[src/rtl/isqrt_seq.sv]
// Sequential restoring integer square root: UNROLL radicand bit pairs per clock,
// one operation in flight, valid/ready handshake on both sides.
module isqrt_seq #(
   parameter int WIDTH  = 32,
   parameter int UNROLL = 1
) (
   input  logic                 CLK,
   input  logic                 RESET,
   input  logic                 IN_VALID,
   output logic                 IN_READY,
   input  logic [WIDTH-1:0]     RADICAND,
   output logic                 OUT_VALID,
   input  logic                 OUT_READY,
   output logic [WIDTH/2-1:0]   ROOT,
   output logic [WIDTH/2:0]     REM,
   output logic                 BUSY
);

   localparam int HW = WIDTH / 2;
   localparam int RW = HW + 2;
   localparam int CW = $clog2(HW + 1);

   typedef enum logic [1:0] {
      S_IDLE = 2'd0,
      S_CALC = 2'd1,
      S_DONE = 2'd2
   } state_t;

   state_t            state_q, state_d;
   logic [WIDTH-1:0]  rad_q, rad_d;
   logic [HW-1:0]     acc_root_q, acc_root_d;
   logic [RW-1:0]     acc_rem_q, acc_rem_d;
   logic [CW-1:0]     count_q, count_d;
   logic [HW-1:0]     root_q, root_d;
   logic [HW:0]       rem_q, rem_d;
   logic              in_ready_q, in_ready_d;
   logic              out_valid_q, out_valid_d;
   logic              busy_q, busy_d;

   logic [WIDTH-1:0]  step_rad;
   logic [HW-1:0]     step_root;
   logic [RW-1:0]     step_rem;
   logic [RW-1:0]     trial_rem;
   logic [RW-1:0]     trial_sub;
   logic [CW-1:0]     count_inc;

   // Digit recurrence: UNROLL restoring steps chained combinationally, MSB pair first.
   always_comb begin
      step_rad  = rad_q;
      step_root = acc_root_q;
      step_rem  = acc_rem_q;
      trial_rem = {RW{1'b0}};
      trial_sub = {RW{1'b0}};
      for (int i = 0; i < UNROLL; i++) begin
         trial_rem = {step_rem[RW-3:0], step_rad[WIDTH-1 -: 2]};
         trial_sub = {step_root, 2'b01};
         if (trial_rem >= trial_sub) begin
            step_rem  = trial_rem - trial_sub;
            step_root = {step_root[HW-2:0], 1'b1};
         end else begin
            step_rem  = trial_rem;
            step_root = {step_root[HW-2:0], 1'b0};
         end
         step_rad = {step_rad[WIDTH-3:0], 2'b00};
      end
      count_inc = count_q + CW'(UNROLL);
   end

   // Next-state and next-output computation for the IDLE -> CALC -> DONE sequence.
   always_comb begin
      state_d    = state_q;
      rad_d      = rad_q;
      acc_root_d = acc_root_q;
      acc_rem_d  = acc_rem_q;
      count_d    = count_q;
      root_d     = root_q;
      rem_d      = rem_q;
      case (state_q)
         S_IDLE: begin
            if (IN_VALID && in_ready_q) begin
               state_d    = S_CALC;
               rad_d      = RADICAND;
               acc_root_d = {HW{1'b0}};
               acc_rem_d  = {RW{1'b0}};
               count_d    = {CW{1'b0}};
            end else begin
               state_d = S_IDLE;
            end
         end
         S_CALC: begin
            rad_d      = step_rad;
            acc_root_d = step_root;
            acc_rem_d  = step_rem;
            count_d    = count_inc;
            // Result registers only move on the final step so they hold the previous answer meanwhile.
            if (count_inc == CW'(HW)) begin
               state_d = S_DONE;
               root_d  = step_root;
               rem_d   = step_rem[HW:0];
            end else begin
               state_d = S_CALC;
            end
         end
         S_DONE: begin
            if (OUT_READY) begin
               state_d = S_IDLE;
            end else begin
               state_d = S_DONE;
            end
         end
         default: begin
            state_d = S_IDLE;
         end
      endcase
      in_ready_d  = (state_d == S_IDLE);
      out_valid_d = (state_d == S_DONE);
      busy_d      = (state_d != S_IDLE);
   end

   // State and registered outputs; synchronous reset overrides any handshake.
   always_ff @(posedge CLK) begin
      if (RESET) begin
         state_q     <= S_IDLE;
         rad_q       <= {WIDTH{1'b0}};
         acc_root_q  <= {HW{1'b0}};
         acc_rem_q   <= {RW{1'b0}};
         count_q     <= {CW{1'b0}};
         root_q      <= {HW{1'b0}};
         rem_q       <= {(HW+1){1'b0}};
         in_ready_q  <= 1'b1;
         out_valid_q <= 1'b0;
         busy_q      <= 1'b0;
      end else begin
         state_q     <= state_d;
         rad_q       <= rad_d;
         acc_root_q  <= acc_root_d;
         acc_rem_q   <= acc_rem_d;
         count_q     <= count_d;
         root_q      <= root_d;
         rem_q       <= rem_d;
         in_ready_q  <= in_ready_d;
         out_valid_q <= out_valid_d;
         busy_q      <= busy_d;
      end
   end

   assign IN_READY  = in_ready_q;
   assign OUT_VALID = out_valid_q;
   assign ROOT      = root_q;
   assign REM       = rem_q;
   assign BUSY      = busy_q;

endmodule

[config.mk]
export PLATFORM = sky130hd
export DESIGN_NAME = isqrt_seq
export DESIGN_NICKNAME = d
export VERILOG_FILES = /design/src/rtl/isqrt_seq.sv
export SDC_FILE = /design/constraint.sdc
export NUM_CORES = 1
export LEC_CHECK = 0
export ABC_CLOCK_PERIOD_IN_PS = 2250
export BUFFER_PORTS_ARGS = -buffer_cell sky130_fd_sc_hd__buf_4
export CAP_MARGIN = 15
export CORE_MARGIN = 2
export CORE_UTILIZATION = 52
export CTS_CLUSTER_DIAMETER = 30
export DETAILED_ROUTE_END_ITERATION = 8
export PLACE_DENSITY = 0.76
export SETUP_SLACK_MARGIN = 0.15
export SLEW_MARGIN = 20
export SYNTH_ARGS = -nofsm -noshare
export SYNTH_HDL_FRONTEND = slang
export SYNTH_SLANG_ARGS = --single-unit
export TNS_END_PERCENT = 10
[constraint.sdc]
create_clock -name CLK -period 2.25 [get_ports CLK]
set_input_delay 0.1125 -clock CLK [delete_from_list [all_inputs] [get_ports CLK]]
set_output_delay 0.1125 -clock CLK [all_outputs]
set_load 0.05 [all_outputs]
After elaboration in Yosys (flattened, before gate mapping). Cells that the tools add are included. Widths: inputs -> output; s select.

Memories: 0. Register bits: 107. Bits in latches: 0. Input bits: 36. Word-level logic and storage cells: 39. Memory bits (writable): 0. ROM bits: 0.

Divide/modulo/power cells: 0. Eq/ne operators: 5. Shifts and indexed selects: 0. Multiplexer cells: 14. Multiply operators: 0. Add/subtract/negate cells: 2. Magnitude comparators: 1. Bitwise gates (word level): 0. Reductions and logical operators: 7.

Operators with widths (number): $pmux 16 s2 (2); $pmux 32 s2 (1); $mux 16 (2); $mux 32 (1); $ge 18x18->1 (1); $mux 17 (1); $sub 17x17->17 (1); $pmux 5 s2 (1); $pmux 2 s3 (1); $add 5x1->5 const B (1); $eq 5x5->1 const B (1); $mux 5 (1); $eq 2x2->1 const B (2); $logic_not 2->1 (2); $mux 2 (2); $reduce_and 2->1 (2); $reduce_bool 2->1 (2); $eq 2x1->1 const B (1); $mux 1 (2); $ne 2x2->1 const B (1); $logic_and 1x1->1 (1).

Longest topological paths before layout. Gate-level depths: netlist (run 1).

Depth in word-level cells: 5. Gate-level depth with buffers: 10.

Worst setup path after synthesis (run 1). OpenSTA, ideal clock, no wires.

Path type: reg2reg. From: reg acc_root_q[9]. To: reg rem_q[11] (netlist: REM[11]). Period minus slack after synthesis: 2.212 ns. Arrival time: 2.126 ns. Cell stages (with the launch flop): 11. Required time: 2.164 ns. Buffers on the path: 1. Setup slack: 0.038 ns. Cell sequence: dfxtp_1 > inv_1 > ha_1 > a21o_1 > a31o_2 > a21oi_1 > and2_4 > nand2_8 > buf_12 > mux2i_1 > a211oi_1.

Cells in the longest elaborated chain, start to end: 2. Elaborated cells between the ends (all ways): 3. Those cells by class: 1 x add/sub; 1 x order compare; 1 x mux.

Ends and longest elaborated chain: start: declaration (line 31) `logic [HW-1:0] acc_root_q, acc_root_d;`; start signal: assignment (line 125) `acc_root_q <= {HW{1'b0}};`; start signal: assignment (line 136) `acc_root_q <= acc_root_d;`; $sub 17x17->17 or $ge 18x18->1 (tied branches) (line 58, 57); $mux 17 (*) (line 57) `if (trial_rem >= trial_sub) begin`; end signal: assignment (line 129) `rem_q <= {(HW+1){1'b0}};`; end signal: assignment (line 140) `rem_q <= rem_d;`; end: declaration (line 35) `logic [HW:0] rem_q, rem_d;`.

Mark *: on every way between the ends. The rest lies on a longest branch, timed or not. A chain may end at the register's enable or synchronous reset.

Worst setup path in the final report (run 1).
From: reg acc_rem_q[10]. To: reg rem_q[15] (netlist: REM[15]).

Cells in the longest elaborated chain, start to end: 2. Elaborated cells between the ends (all ways): 3. Those cells by class: 1 x add/sub; 1 x order compare; 1 x mux.

Ends and longest elaborated chain: start: declaration (line 32) `logic [RW-1:0] acc_rem_q, acc_rem_d;`; start signal: assignment (line 126) `acc_rem_q <= {RW{1'b0}};`; start signal: assignment (line 137) `acc_rem_q <= acc_rem_d;`; $sub 17x17->17 or $ge 18x18->1 (tied branches) (line 58, 57); $mux 17 (*) (line 57).

Marks and branches as above.

==> results of run 1 <==
==> Yosys cell counts, types with 3 or more instances <==
library cell / number
clkbuf_1: 31
nand2_1: 138
nor3_1: 3
nor2_1: 69
o211ai_1: 4
mux2i_1: 8
nand3_1: 34
or3_1: 4
o21a_1: 3
a311oi_1: 32
a21oi_1: 59
nand4_1: 4
xnor2_1: 7
inv_1: 19
dfxtp_1: 107
buf_1: 5
nand2b_1: 4
a21o_1: 6
o21ai_0: 23
xor2_1: 3
a31oi_1: 4
ha_1: 19
a211oi_1: 16
==> flip-flops by register name, summed over array words and instances (netlist names) <==
register and cells:
BUSY 1, IN_READY 1, OUT_VALID 1, REM 17, ROOT 16, acc_rem_q 16, acc_root_q 16, count_q 5
rad_q 32, state_q 2
==> final cells by class <==
cell class                      instances  area (um^2)
Timing Repair Buffer                  149         1246
Sequential cell                       107         2161
Clock buffer                           12        155.1
Clock inverter                          4        32.53
Tap cell                              133        166.4
Multi-Input combinational cell        475         3084
Inverter                               19        71.32
Fill cell                             770         2723
==> worst max path at each step <==
stage | endpoint | startpoint | cells past startpoint | slack, ns
floorplan | REM[11]$_SDFFE_PP0N_ | acc_root_q[9]$_SDFFE_PP0P_ | 10 | 0.14
global placement | acc_rem_q[12]$_SDFFE_PP0P_ | acc_root_q[5]$_SDFFE_PP0P_ | 9 | 0.04
detailed placement | acc_rem_q[12]$_SDFFE_PP0P_ | acc_root_q[5]$_SDFFE_PP0P_ | 9 | -0.04
CTS | acc_rem_q[6]$_SDFFE_PP0P_ | acc_root_q[6]$_SDFFE_PP0P_ | 9 | 0.05
global route | REM[15]$_SDFFE_PP0N_ | acc_rem_q[10]$_SDFFE_PP0P_ | 8 | -0.1
finish | REM[15]$_SDFFE_PP0N_ | acc_rem_q[10]$_SDFFE_PP0P_ | 8 | 0.02
==> power breakdown <==
part	internal, mW	switching [mW]
clock network	0.474	0.686
registers	2.09	0.185
logic	2.96	3.52
total	5.52	4.39
==> what timing repair did <==
item                                   CTS  global route
gates resized for setup                 18            52
setup endpoints to repair               34            34
pin swaps                               10            36
gates cloned                             0             1
buffers inserted                         3            11
hold buffers                            26             0
endpoints found under the hold margin   26             0
==> stage by stage <==
stage	util	hold WS, ns
floorplan	-	0.2485
global placement	0.6318	0.3600
detailed placement	0.6318	0.3735
CTS	0.6898	0.0004735
global route	0.7175	0.009012
finish	0.7175	-0.0008880
==> critical path, stage by stage, from the launching register on <==
cell      delay (ns)
dfxtp_1         0.44
ha_4            0.26
a21o_1          0.22
nor3b_1         0.35
a211oi_1        0.16
a31oi_1         0.25
xnor2_1         0.17
nand3_1         0.12
a31oi_1         0.18
==> cells by family after synthesis <==
group,after synthesis
AO/OA/AOI/OAI,166
XOR/XNOR,10
AND/OR/NAND/NOR,271
buffers and inverters,60
multiplexers,8
flip-flops,107
adder cells (fa/ha/maj),19
==> routing by layer <==
layer | global-route usage | vias up | part of all wire
met2 | 0.4595 | 170 | 0.51
met5 | 0 | - | 0
met4 | 0.1144 | 0 | 0.026
met3 | 0.04000 | 32 | 0.050
met1 | 0.3316 | 2447 | 0.42
li1 | - | 2493 | -
==> out/metrics.yaml, run 1 <==
timing:
  setup_violations: 0
  whs_ns: -0.0008880
  fin_worst_skew_ns: 0.01338
  worstMarginPinSlew_ns: 0.5453
  finalCritPeriodShare: 0.9899
  layout_setup_ws_ns: 0.02283
  final_max_slew_viol_count: 0
  tns_ns: 0
  max_freq_mhz: 449.0
  max-slew-margin-rel: 0.6364
  rsz0062_at_grt: "true"
  hold_violations: 1
  fin_crit_ns: 2.227
die:
  rows: 36
  io_pins: 72
  initial_core_util: 0.5278
  dieArea_mm2: 0.01059
  die_w_um: 102.9
  core_mm2: 0.009639
  die_y_um: 102.9
logic_synthesis:
  ys_warn_count: 0
  synth_xor_area_frac: 0.01722
  postSynthCellCount: 641
  synth_top_family_by_area: "simple AND/OR/NAND/NOR gates"
  synth-edff-count: 0
  synth_area_leaders: "dfxtp_1, nand2_1, a21oi_1, a311oi_1, nor2_1"
  yosys.area_share.simple: 0.2312
  synth_top_area_frac: 0.4211
  synth_fa_ha_area_frac: 0.04673
  syn_avg_cell_area_um2: 7.937
  syn-cell-area_mm2: 0.005087
  synth-compound-area-share: 0.2159
  synth-main-ff-cell: "dfxtp_1"
  yosysUniqueCellTypes: 55
  syn_nets: 696
  postSynthRegisterBits: 107
  async_flop_share: 0
  yosysSeqAreaShare: 0.4211
  synthMuxAreaShare: 0.01574
  synth_top_area_cell: "dfxtp_1"
worst_setup_path:
  r2r_setup_slack_ns: 0.02
  cp.required_ns: 2.56
  crit_type: "flop to flop"
  worstPathArrival_ns: 2.54
  reg2regPathDepth: 8
  critPathCaptureType: "flop"
  r2r-end: "REM[15]$_SDFFE_PP0N_"
  start_kind: "flop"
  crit_path_max_fanout: 6
  r2r-start: "acc_rem_q[10]$_SDFFE_PP0P_"
placed_design:
  dp_hpwl_mm: 8.869
  dp_cells: 842
  placed_area_mm2: 0.006090
  numPortBuffers: 71
  place_ws_ns: -0.03899
  place_congestion: 1.009
detailed_routing:
  drtAntennaViolNets: 0
  via_count: 5142
  dr.pass1.iters: 7
  drt-total-wl_mm: 14.30
  vias_per_cell: 5.720
  routedWlPerCell_um: 15.90
  drt_iter0_drc: 220
  drc: 0
finish:
  drive_gt1_frac: 0.2859
  diodes: 0
  finish.net_count: 816
  layout_common_cells: "nand2_1, buf_4, dfxtp_1"
  area_growth_pct: 35.96
  final_common_cell: "nand2_1"
  fin_area_mm2: 0.006917
  finalNonFillerCells: 899
clocking:
  clock_latency_ns: 0.39
  cts_sinks: 107
  cts-root-buf: "clkbuf_8"
  path_clk_slew_ns: 0.10
  htree_levels: 3
  cts_buffers: 9
  cts.path.max_buffers: 2
  cts_tree: "done"
flow_run:
  drv_cap: 0
hold_path:
  worstHoldStart: "RADICAND[15]"
  min_path_type: "primary input to flop"
  hold_path_depth: 3
  holdPathEnd: "rad_q[15]$_SDFFE_PP0P_"
global_route:
  grt_max_degree: 86
  grt_pass1_vias: 4721
  grt-ovfl-total: 0
  grt_pass1_wl_mm: 22.14
  antenna_found_initial: 0
  grt_util_all_layers: 0.2667
status:
  violations: "hold timing"
  status: "complete, but fails checks"
power_and_ir_drop:
  power_mw: 9.912
  leakagePower_nw: 2.703
  vdd_ir_drop_max_v: 0.0008518
  p_per_area_mw_per_mm2: 1433
Power figures use the tool's default switching activity.
==> run 2: changes to the inputs <==
ABC_AREA = 1   (was default)
==> run 2 against run 1 <==
  * The flow now finishes without violations
  * Utilization down 3.9 points
  * Sequential power up 2%
  * Critical path depth up 7
  * Clock skew down 0.0028 ns
  * Sequential share of layout area down 0.52 points
  * Power up 13%
  * Clock power up 11%
  * Die area up 8.6%
  * Routed wire length up 6.3%
  * Clock-buffer cell count down 2
  * Critical path type unchanged
  * Largest cell class unchanged
==> out/metrics.yaml, run 2 <==
die:
  dieArea_mm2: 0.01150  # +8.6%
  die_w_um: 107.2  # +4.2%
  rows: 37  # +2.8%
  io_pins: 72  # unchanged
  core_mm2: 0.01032  # +7.1%
  die_y_um: 107.2  # +4.2%
  initial_core_util: 0.5369  # +0.009127
logic_synthesis:
  postSynthRegisterBits: 107  # unchanged
  postSynthCellCount: 790  # +23%
  syn-cell-area_mm2: 0.005543  # +9.0%
  yosysMostFrequentCell: "nand2_1"
  synth_area_leaders: "dfxtp_1, nand2_1, inv_1, ha_1, o21ai_0"
  syn_avg_cell_area_um2: 7.016  # -12%
  synth-main-ff-cell: "dfxtp_1"
  ys_top_cells_by_count: "nand2_1, dfxtp_1, inv_1"
  syn_nets: 845  # +21%
  synth_top_area_frac: 0.3865  # -0.03460
  synth_top_area_cell: "dfxtp_1"
  yosysSeqAreaShare: 0.3865  # -0.03460
  synth-edff-count: 0  # unchanged
  yosysUniqueCellTypes: 35  # -36%
  async_flop_share: 0  # unchanged
  ys_warn_count: 0  # unchanged
timing:
  fin_crit_ns: 2.029  # -0.1977 ns
  tns_ns: 0  # unchanged
  finalCritPeriodShare: 0.9020  # -0.08787
  fin_worst_skew_ns: 0.01059  # -0.002794 ns
  rsz0062_at_grt: "true"
  setup_violations: 0  # unchanged
  max_freq_mhz: 492.7  # +9.7%
  hold_violations: 0  # -1
  worstMarginPinSlew_ns: 0.5264  # -0.01889 ns
  final_max_slew_viol_count: 0  # unchanged
  max-slew-margin-rel: 0.6490  # +0.01260
detailed_routing:
  drtAntennaViolNets: 0  # unchanged
  dr.pass1.iters: 5  # -2
  drc: 0  # unchanged
  routedWlPerCell_um: 14.90  # -6.3%
  via_count: 5404  # +5.1%
  drt-total-wl_mm: 15.20  # +6.3%
  vias_per_cell: 5.298  # -7.4%
  drt_iter0_drc: 352  # +60%
finish:
  finish.utilization: 0.6786  # -0.03897
  finish.net_count: 934  # +14%
  finalNonFillerCells: 1020  # +13%
  drive_gt1_frac: 0.2025  # -0.08341
  regArea_mm2: 0.002152  # -0.41%
  area_growth_pct: 26.39
  regMostFlops: "rad_q"
  final_common_cell: "nand2_1"
  multiInputGateArea_mm2: 0.003118  # +1.1%
  layout_common_cells: "nand2_1, dfxtp_1, inv_1"
  largest_reg_flops: 32  # unchanged
  nFillCells: 850  # +10%
  diodes: 0  # unchanged
clocking:
  cts_tree: "done"
  cts_sinks: 107  # unchanged
  cts-root-buf: "clkbuf_8"
  cts.path.max_buffers: 2  # unchanged
  cts_buffers: 9  # unchanged
  clock_latency_ns: 0.39  # about the same
  htree_levels: 3  # unchanged
  path_clk_slew_ns: 0.11  # about the same
status:
  status: "finished, final reports clean"
worst_setup_path:
  crit_path_frequent_cell: "nand2_1"
  start_kind: "flop"
  crit_family: "simple AND/OR/NAND/NOR gates"
  reg2regPathDepth: 15  # +7
  cp.required_ns: 2.58  # +0.02 ns
  r2r-end: "acc_rem_q[14]$_SDFFE_PP0P_"
  crit_path_max_fanout: 10  # +4
  path_cells: "inv_1 > ha_4 > nand2_1 > inv_2 > nand2_1 > nor2_4 > nand3_2 > nand2_4 > nor2_8 > buf_12 > nand2_8 > nand2_1 > nand2_1 > nand2_1 > a21oi_2"
  path_buf_inv: 3  # +3
  crit_cells: 15  # +7
  setup.worst_path.start: "acc_root_q[12]$_SDFFE_PP0P_"
  worstPathArrival_ns: 2.36  # -0.18 ns
  r2r-start: "acc_root_q[12]$_SDFFE_PP0P_"
  crit_type: "flop to flop"
  cp_slowest_cell: "dfxtp_1"
  max_stage_delay_ns: 0.37  # -0.07 ns
  r2r_setup_slack_ns: 0.22  # +0.20 ns
  critPathCaptureType: "flop"
power_and_ir_drop:
  leakagePower_nw: 3.141  # +16%
  p_per_area_mw_per_mm2: 1605  # +12%
  vdd_ir_drop_max_v: 0.0009045  # +6.2%
hold_path:
  min_path_type: "primary input to flop"
  holdPathEnd: "OUT_VALID$_SDFF_PP0_"
  worstHoldStart: "OUT_READY"
  hold_path_depth: 4  # +1
global_route:
  grt_pass1_vias: 5146  # +9.0%
  grt_pass1_wl_mm: 24.58  # +11%
  antenna_found_initial: 0  # unchanged
  grt-ovfl-total: 0  # unchanged
  grt_util_all_layers: 0.2707  # +0.004038
  grt_max_degree: 69  # -20%
placed_design:
  place_congestion: 0.9213  # -8.6%
  numPortBuffers: 71  # unchanged
  dp_cells: 966  # +15%
  dp_hpwl_mm: 10.06  # +13%
flow_run:
  drv_cap: 0  # unchanged
-- run 2: cell count changes after synthesis, sizes merged, moves of 14 or more --
| cell | delta |
|---|---|
| nand2 | +121 |
| o21ai | +26 |
| a311oi | -32 |
| a31oi | +26 |
| nor2 | -14 |
| inv | +68 |
-- run 2: logic make-up (layout without fill, tap and decap cells) --
family          count (synthesis)  in the layout  share of synthesized area
fa+ha+maj                      19             19                    0.04289
xor+xnor                        9              9                    0.01422
simple gates                  374            375                     0.2993
compound gates                154            154                     0.1612
buf+inv                       127            220                    0.09594
flops                         107            107                     0.3865
-- run 2: worst reg2reg max path: cells and delay by family (launching register included) --
family | cells | cell delay (ns)
and+or+nand+nor | 10 | 0.89
DFF | 1 | 0.37
adders and majority gates | 1 | 0.29
buffers and inverters | 3 | 0.31
AOI/OAI and AO/OA | 1 | 0.13
-- run 2: report_power, final --
| part | switching (mW) | internal (mW) |
|---|---|---|
| clock | 0.721 | 0.566 |
| combinational | 4.74 | 2.90 |
| sequential | 0.220 | 2.09 |
-- run 2: routing by layer --
layer | wire length (um) | vias to the layer above | GRT usage
li1 | - | 2720 | -
met1 | 6460 | 2488 | 0.3393
met2 | 7325 | 162 | 0.4485
met3 | 1019 | 34 | 0.07173
met4 | 394 | 0 | 0.09462
met5 | 0 | - | 0
-- run 2: how the worst max path moves through the flow --
stage	slack (ns)	endpoint
final	0.22	acc_rem_q[14]$_SDFFE_PP0P_
after detailed placement	0.08	acc_rem_q[3]$_SDFFE_PP0P_
after global routing	0.08	REM[14]$_SDFFE_PP0N_
after floorplan	0.38	REM[8]$_SDFFE_PP0N_
after global placement	0.16	acc_rem_q[3]$_SDFFE_PP0P_
after CTS	0.15	REM[14]$_SDFFE_PP0N_
-- run 2: final cells by class --
type / count / share of cell area
Multi-Input combinational cell: 557 / 0.4451
Sequential cell: 107 / 0.3072
Timing Repair Buffer: 117 / 0.1457
Inverter: 87 / 0.04662
Tap cell: 136 / 0.02429
Clock buffer: 10 / 0.01965
Clock inverter: 6 / 0.01143
-- run 2: what timing repair did --
item,4_1_cts,5_1_grt
pin swaps,0,5
gates cloned,0,1
buffers inserted,0,5
hold endpoints to repair,32,0
hold buffers,32,0
resized for setup,3,38
endpoints found under the setup margin,30,35
-- run 2: per-stage QoR --
step | total power, mW | instance area, um^2 | hold WS, ns | setup slack [ns]
CTS | 10.20 | 6715 | 0.04878 | 0.1468
finish | 11.24 | 7005 | 0.05745 | 0.2205
detailed placement | 8.836 | 6156 | 0.4011 | 0.08106
global route | 12.22 | 7005 | 0.07956 | 0.08024
global placement | 8.745 | 6156 | 0.3928 | 0.1556
floorplan | 7.730 | 5543 | 0.2728 | 0.3790
==> run 3: changes to the inputs <==
CORE_UTILIZATION = 40   (was 52)
PLACE_DENSITY = default   (was 0.76)
==> run 3 against run 2 <==
  * Die area up 29%
  * Via count down 4.1%
  * Setup slack better by 0.030 ns
  * Clock power up 26%
  * Power up 5.0%
  * Sequential share of layout area up 0.56 points
  * Non-clock buffer count down 23
  * Maximum frequency up 1.5%
  * Routed wire length down 5.2%
  * Highest routed layer unchanged
==> out/metrics.yaml, run 3 (synthesized netlist as in run 2, its figures left out) <==
clocking:
  cts_tree: "done"
  cts-root-buf: "clkbuf_16"
  path_clk_slew_ns: 0.08  # -0.03 ns
  cts_sinks: 107  # unchanged
  cts_buffers: 9  # unchanged
  clock_latency_ns: 0.36  # -0.03 ns
  cts.path.max_buffers: 2  # unchanged
  htree_levels: 3  # unchanged
finish:
  regMostFlops: "rad_q"
  nFillCells: 1393  # +64%
  finalNonFillerCells: 1041  # +2.1%
  diodes: 0  # unchanged
  area_growth_pct: 24.42
  finish.utilization: 0.5027  # -0.1759
  largest_reg_flops: 32  # unchanged
  final_common_cell: "nand2_1"
  drive_gt1_frac: 0.2253  # +0.02283
  finish.net_count: 911  # -2.5%
  layout_common_cells: "nand2_1, dfxtp_1, buf_4"
global_route:
  grt_pass1_vias: 4741  # -7.9%
  grt_pass1_wl_mm: 23.06  # -6.2%
  antenna_found_initial: 0  # unchanged
  grt-ovfl-total: 0  # unchanged
  grt_max_degree: 69  # unchanged
  grt_util_all_layers: 0.1970  # -0.07375
worst_setup_path:
  worstPathArrival_ns: 2.26  # -0.10 ns
  crit_path_max_fanout: 7  # -3
  r2r-start: "acc_root_q[4]$_SDFFE_PP0P_"
  crit_type: "flop to flop"
  cp.required_ns: 2.51  # -0.07 ns
  r2r-end: "REM[7]$_SDFFE_PP0N_"
  start_kind: "flop"
  critPathCaptureType: "flop"
  r2r_setup_slack_ns: 0.25  # +0.03 ns
  reg2regPathDepth: 12  # -3
timing:
  tns_ns: 0  # unchanged
  hold_violations: 0  # unchanged
  whs_ns: 0.01368  # -0.04377 ns
  max_freq_mhz: 500.3  # +1.5%
  rsz0062_at_grt: "true"
  fin_worst_skew_ns: 0.01147  # +0.0008824 ns
  setup_violations: 0  # unchanged
  finalCritPeriodShare: 0.8884  # -0.01354
  worstMarginPinSlew_ns: 0.5077  # -0.01871 ns
  final_max_slew_viol_count: 0  # unchanged
  fin_crit_ns: 1.999  # -0.03047 ns
  max-slew-margin-rel: 0.6615  # +0.01247
hold_path:
  worstHoldStart: "RADICAND[7]"
  holdPathEnd: "rad_q[7]$_SDFFE_PP0P_"
  min_path_type: "primary input to flop"
  hold_path_depth: 3  # -1
die:
  io_pins: 72  # unchanged
  die_y_um: 121.7  # +13%
  initial_core_util: 0.4040  # -0.1329
  rows: 43  # +16%
  core_mm2: 0.01372  # +33%
  dieArea_mm2: 0.01481  # +29%
  die_w_um: 121.7  # +13%
power_and_ir_drop:
  p_per_area_mw_per_mm2: 1713  # +6.7%
  leakagePower_nw: 3.097  # -1.4%
  vdd_ir_drop_max_v: 0.001149  # +27%
detailed_routing:
  drc: 0  # unchanged
  dr.pass1.iters: 5  # unchanged
  drt-total-wl_mm: 14.41  # -5.2%
  routedWlPerCell_um: 13.84  # -7.1%
  drtAntennaViolNets: 0  # unchanged
  vias_per_cell: 4.979  # -6.0%
  drt_iter0_drc: 242  # -31%
  via_count: 5183  # -4.1%
placed_design:
  dp_cells: 1015  # +5.1%
  numPortBuffers: 71  # unchanged
  dp_hpwl_mm: 10.31  # +2.5%
  place_congestion: 0.9792  # +6.3%
status:
  status: "finished, final reports clean"
flow_run:
  drv_cap: 0  # unchanged
[run 3: layout make-up]
cell class / count / area, um^2 / area share
Clock inverter: 6 / 73.82 / 0.01070
Timing Repair Buffer: 94 / 773.2 / 0.1121
Sequential cell: 107 / 2157 / 0.3128
Multi-Input combinational cell: 557 / 3112 / 0.4512
Tap cell: 180 / 225.2 / 0.03266
Inverter: 87 / 326.6 / 0.04735
Clock buffer: 10 / 229.0 / 0.03320
[run 3: worst max-delay path by stage]
stage,start,to,slack [ns],cells past startpoint
after floorplan,acc_root_q[12]$_SDFFE_PP0P_,REM[8]$_SDFFE_PP0N_,0.38,15
after global placement,acc_root_q[11]$_SDFFE_PP0P_,acc_rem_q[13]$_SDFFE_PP0P_,0.12,9
after detailed placement,acc_root_q[7]$_SDFFE_PP0P_,REM[14]$_SDFFE_PP0N_,0.15,12
after CTS,acc_rem_q[7]$_SDFFE_PP0P_,REM[14]$_SDFFE_PP0N_,0.13,11
after global routing,acc_root_q[4]$_SDFFE_PP0P_,REM[13]$_SDFFE_PP0N_,0.14,14
final,acc_root_q[4]$_SDFFE_PP0P_,REM[7]$_SDFFE_PP0N_,0.25,12
[run 3: through the flow]
step	power, mW	setup slack (ns)	instance area, um^2
3_5_place_dp	9.047	0.1533	6248
6_report	11.81	0.2510	6897
4_1_cts	10.70	0.1323	6555
5_1_grt	12.85	0.1409	6897
3_3_place_gp	8.988	0.1219	6248
2_1_floorplan	7.730	0.3790	5543
[run 3: power breakdown]
| part | switching [mW] | internal (mW) |
|---|---|---|
| Combinational | 4.79 | 3.08 |
| Clock | 0.748 | 0.878 |
| Sequential | 0.215 | 2.10 |
| Total | 5.75 | 6.06 |
[run 3: metal layers]
layer,global-route usage,wire (um),vias up
li1,-,-,2683
met1,0.2563,6655,2383
met2,0.3237,6836,97
met3,0.04260,655,20
met4,0.06825,257,0
met5,0,0,-
[run 3: worst max-delay path, cell delays in order (launching register included)]
cell and delay [ns]:
dfxtp_1 0.36, inv_1 0.08, ha_2 0.38, nand2_2 0.10, nor2_2 0.18, nand3_2 0.10
nand2_2 0.11, nor2_8 0.08, clkbuf_16 0.17, nand3_1 0.08, nand2_2 0.08, o21ai_1 0.12
inv_1 0.05
[run 3: repair_timing]
action | in CTS | in global routing
setup endpoints to repair | 4 | 35
gates resized for setup | 1 | 45
pin swaps | 0 | 7
hold buffers | 0 | 0
gates cloned | 0 | 2
buffers inserted | 0 | 8
